==> config.mk <==
export PLATFORM = sky130hd
export DESIGN_NAME = simon_serial_adder
export DESIGN_NICKNAME = d
export VERILOG_FILES = /design/src/rtl/simon_serial_adder.sv
export SDC_FILE = /design/constraint.sdc
export NUM_CORES = 1
export LEC_CHECK = 0
export ABC_AREA = 1
export CELL_PAD_IN_SITES_DETAIL_PLACEMENT = 0
export CELL_PAD_IN_SITES_GLOBAL_PLACEMENT = 1
export CORE_ASPECT_RATIO = 0.5
export CORE_MARGIN = 2
export CORE_UTILIZATION = 36
export DETAILED_ROUTE_END_ITERATION = 10
export HOLD_SLACK_MARGIN = 0.06
export PLACE_DENSITY = 0.8
export SLEW_MARGIN = 5
export SYNTH_ARGS = -nofsm -noshare
export SYNTH_HDL_FRONTEND = slang
export SYNTH_SLANG_ARGS = --single-unit
export TNS_END_PERCENT = 10
==> constraint.sdc <==
create_clock -name clk -period 1.25 [get_ports clk]
set_input_delay 0.25 -clock clk [delete_from_list [all_inputs] [get_ports clk]]
set_output_delay 0.25 -clock clk [all_outputs]
set_load 0.05 [all_outputs]
==> src/rtl/simon_serial_adder.sv <==
// Bit-serial adder: one full-adder slice, LSB first; result registered WIDTH edges after accept.
// Backpressure: result held in HOLD until out_ready; in_ready low whenever busy.
module simon_serial_adder #(
   parameter int WIDTH = 4,
   parameter int CNT_W = 8
) (
   input  logic             clk,
   input  logic             reset,
   input  logic             in_valid,
   output logic             in_ready,
   input  logic [WIDTH-1:0] x,
   input  logic [WIDTH-1:0] y,
   input  logic             cin,
   output logic             out_valid,
   input  logic             out_ready,
   output logic [WIDTH-1:0] sum,
   output logic             cout,
   output logic [CNT_W-1:0] ops_done
);

   localparam int KW = (WIDTH > 1) ? $clog2(WIDTH) : 1;

   typedef enum logic [1:0] {IDLE, ADD, HOLD} state_t;

   state_t         state;
   state_t         state_nxt;
   logic [WIDTH-1:0] xa;
   logic [WIDTH-1:0] ya;
   logic [WIDTH-1:0] sa;
   logic             c;
   logic [KW-1:0]    k;
   logic             s;
   logic             c_nxt;
   logic             last;

   always_ff @(posedge clk) begin
      if (!reset) begin
         state <= IDLE;
      end else begin
         state <= state_nxt;
      end
   end

   always_comb begin
      state_nxt = state;
      case (state)
         IDLE:    if (in_valid && in_ready) state_nxt = ADD;
         ADD:     if (last) state_nxt = HOLD;
         HOLD:    if (out_valid && out_ready) state_nxt = IDLE;
         default: state_nxt = IDLE;
      endcase
   end

   always_comb begin
      in_ready = (state == IDLE) && reset;
      s        = xa[0] ^ ya[0] ^ c;
      c_nxt    = (xa[0] & ya[0]) | (xa[0] & c) | (ya[0] & c);
      last     = (state == ADD) && (k == KW'(WIDTH - 1));
   end

   // Operands are captured only on an accepted handshake, so x/y noise while idle never lands.
   always_ff @(posedge clk) begin
      if (!reset) begin
         xa        <= '0;
         ya        <= '0;
         sa        <= '0;
         c         <= 1'b0;
         k         <= '0;
         sum       <= '0;
         cout      <= 1'b0;
         out_valid <= 1'b0;
         ops_done  <= '0;
      end else begin
         case (state)
            IDLE: begin
               if (in_valid && in_ready) begin
                  xa <= x;
                  ya <= y;
                  c  <= cin;
                  sa <= '0;
                  k  <= '0;
               end
            end
            ADD: begin
               xa <= xa >> 1;
               ya <= ya >> 1;
               c  <= c_nxt;
               sa <= {s, sa[WIDTH-1:1]};
               k  <= k + KW'(1);
               if (last) begin
                  sum       <= {s, sa[WIDTH-1:1]};
                  cout      <= c_nxt;
                  out_valid <= 1'b1;
               end
            end
            HOLD: begin
               if (out_valid && out_ready) begin
                  out_valid <= 1'b0;
                  ops_done  <= ops_done + CNT_W'(1);
               end
            end
            default: begin
               out_valid <= 1'b0;
            end
         endcase
      end
   end

endmodule

==> results of run 1 <==
[worst paths after layout]
path                  from          end  slack, ns  depth (start not counted)
setup / recovery  state[0]     in_ready      -0.05                          4
hold / removal       xa[3]        xa[3]       0.46                          2
setup reg to reg  state[0]  ops_done[3]       0.04                          8
hold reg to reg      xa[3]        xa[3]       0.46                          2
[where the power goes]
part	total (µW)	internal [µW]	leakage, µW	switching, µW
Clock	798	444	0.0000482	354
Combinational	282	131	0.000625	151
Sequential	1010	992	0.000246	22.1
[cell type report]
| type | instances | area share |
|---|---|---|
| Clock buffer | 7 | 0.04083 |
| Clock inverter | 1 | 0.002367 |
| Tap cell | 51 | 0.03018 |
| Timing Repair Buffer | 44 | 0.2586 |
| Multi-Input combinational cell | 132 | 0.3402 |
| Sequential cell | 30 | 0.2882 |
| Inverter | 21 | 0.03964 |
[registers in the layout, summed over array words and instances (netlist names)]
register   count
k              2
ops_done       8
sum            4
sa             3
out_valid      1
ya             4
cout           1
state          2
xa             4
c              1
[Yosys cell counts, types with 2 or more instances]
master   instances  area (µm²)
a21oi_1         12       60.06
a21oi_2          5       43.79
dfxtp_1         30       600.6
ha_1             2       25.02
inv_1           17       63.81
inv_2            2       7.510
inv_4            2       12.51
nand2_1         48       180.2
nand2_2          6       37.54
nand2_4          2       22.52
nand3_1          7       35.03
nand4_1          4       25.02
nor2_1          24       90.09
nor2_2           3       18.77
o21ai_0         11       55.05
[kinds of logic (layout without fill, tap and decap cells)]
logic type               Yosys count  in the layout
flip-flops                        30             30
buffers and inverters             25             73
AO/OA/AOI/OAI                     29             29
AND/OR/NAND/NOR                  100            100
adder cells (fa/ha/maj)            3              3
[through the flow]
stage / hold WS [ns] / instances
floorplan: 0.3809 / 187
global placement: 0.4500 / 274
detailed placement: 0.4557 / 274
CTS: 0.4671 / 285
global route: 0.4800 / 286
finish: 0.4628 / 286
[layer usage]
layer,share of wire,up-vias,wire (µm)
li1,-,682,-
met5,0,-,0
met1,0.46,576,1460
met2,0.50,15,1565
met4,0.0063,0,20
met3,0.035,2,112
[worst reg2reg max path: stages (launching register included)]
cell and delay [ns]:
dfxtp_4 0.35, buf_4 0.16, nor2_4 0.12, nand2_4 0.08
nor2_4 0.13, buf_4 0.13, nand2_1 0.04, nand2_1 0.06
nor2_1 0.03
[layout by cell type (no fill, tap or decap), types with 6 or more instances in the layout]
cell type        count
nand2_1             46
buf_12              15
o21ai_0             11
buf_4               17
inv_1               16
nand3_1              7
clkdlybuf4s50_1     11
a21oi_1             12
clkbuf_8             6
dfxtp_1             25
nor2_1              21
nand2_2              7
[timing repair]
item                                    in CTS  in global routing
pin swaps                                    2                  6
resized for setup                            6                  8
setup buffers                                3                  1
endpoints found under the setup margin       1                 16
==> metrics.csv, run 1 <==
stage;metric;value;unit
yosys;post-synthesis sequential area ratio;0.4297;
cts;Longest Clk Path Bufs;2;
cts;CTS tree;yes;
timing;post-route minimum period;1.297;ns
yosys;largest family of logic cells by synthesized area;simple AND/OR/NAND/NOR gates;
yosys;Synth Net Count;203;
worst_setup_path;Most Frequent Cell on Critical Path;nor2_4;
drt;post-detailed-route count of antenna-violating nets;0;
worst_setup_path;crit path max-delay cell type;dfxtp_4;
cts;Clock Latency Late Sink;0.27;ns
die;die area;4427;µm²
run_status;failing checks;setup timing;
power_and_ir_drop;Final Power;2094;µW
yosys;Avg Cell Area, Syn;7.474;µm²
worst_setup_path;CP top delay family;flip-flops;
die;die width;92.12;µm
run_status;outcome;finished with violations;
global_routing;met3 GRT Util;0.05039;
global_routing;first-pass GRT wire length;5340;µm
timing;final setup margin;-0.04707;ns
power_and_ir_drop;Power per Cell Area;990.2;nW/µm²
timing;relative slew slack;0.8425;
cts;# hold bufs at CTS;0;
cts;H-tree depth;2;
placed_design;Final HPWL DP;2248;µm
cells_and_area;Seq. cell area;609.3;µm²
min_path;worst hold path type;reg -> reg;
cts;TritonCTS buffer count;5;
cts;CTS sink count;30;
worst_setup_path;WP data required;1.00;ns
drt;Iter 0 DRT Violations;23;
die;area of the core;3566;µm²
placed_design;Buffers on Ports;27;
worst_setup_path;worst-path cell chain;nor2_4 > inv_2 > nor2_4 > buf_12;
global_routing;Global Route met1 Usage;0.1792;
yosys;Compound-Gate Fraction of Synth Area;0.1173;
placed_design;pre-CTS setup slack;-0.2181;ns
global_routing;GR peak layer;met2;
timing;Final Skew;0.005145;ns
timing;worst slew pin tran;0.2360;ns
placed_design;Placed Instance Area;1951;µm²
drt;final wirelength;3159;µm
global_routing;largest net degree at the start of global routing;17;
worst_setup_path;Critical Path AT;1.05;ns
power_and_ir_drop;VDD IR max;0.4062;mV
worst_setup_path;Worst setup SP type;flop;
yosys;flops & latches, synth;30;
yosys;Post-synth EDFFs;0;
cells_and_area;Layout area overhead;51.30;%
yosys;mux contribution to synthesized area;0;
yosys;mapped cell area;1398;µm²
yosys;Post-Synth Simple-Gate Area;0.3357;
cts;clk slew on worst S/H paths;0.06;ns
drt;Vias;1275;
worst_setup_path;CP Buf/Inv Count;2;
yosys;Adder-Cell Fraction of Synth Area;0.03223;
cells_and_area;Final Cell Area;2115;µm²
power_and_ir_drop;leakage power;0.0009193;µW
worst_setup_path;Worst Setup Path Type;reg -> out;
timing;max frequency;771.0;MHz
cells_and_area;Core Util, Final;0.5930;
yosys;fraction of registers with async set/reset;0;
global_routing;M2 GR Usage;0.3074;
die;Top Ports;28;
die;Die Height;48.06;µm
yosys;Synth cell types;27;
timing;max-slew violation count;0;
cells_and_area;final net count;250;
cells_and_area;multi-input logic area;719.4;µm²
global_routing;vias in the first global route;1222;
global_routing;overall routing resource usage;0.1579;
yosys;Cells after Synth;187;
drt;Via density;4.458;
cells_and_area;Antenna Cells;0;
timing;final hold vios;0;
worst_setup_path;type of destination of the critical path;output port;
timing;setup TNS;-0.04707;ns
placed_design;Placer Congestion;0.7396;
timing;Final setup violation count;1;
drt;DR pass1 iterations;4;
cells_and_area;fillers;342;
cts;clk root buf;clkbuf_8;
worst_setup_path;Critical Path Fanout Max;2;
timing;RSZ-0062 raised after global routing;yes;
die;Rows;15;
worst_setup_path;slowest stage delay, CP;0.35;ns
drt;Remaining DRCs;0;
timing;final cycle utilization of the critical path;1.038;
global_routing;initial antenna violation count;0;
yosys;Top FF cell, synth;dfxtp_1;
yosys;post-synthesis xor/xnor area fraction;0;
job;max-cap violation count;0;
yosys;Syn. warnings;0;
die;Initial Util;0.3919;
global_routing;grt ovf;0;
drt;routed len/inst;11.05;µm
cells_and_area;layout cells sized above 1;0.3149;
Power figures use the tool's default switching activity.
==> inputs of run 2 (changes only) <==
- HOLD_SLACK_MARGIN: 0.06 -> 0.05
==> results of run 2 <==
The final DEF is identical to that of run 1; final timing and power are the same.
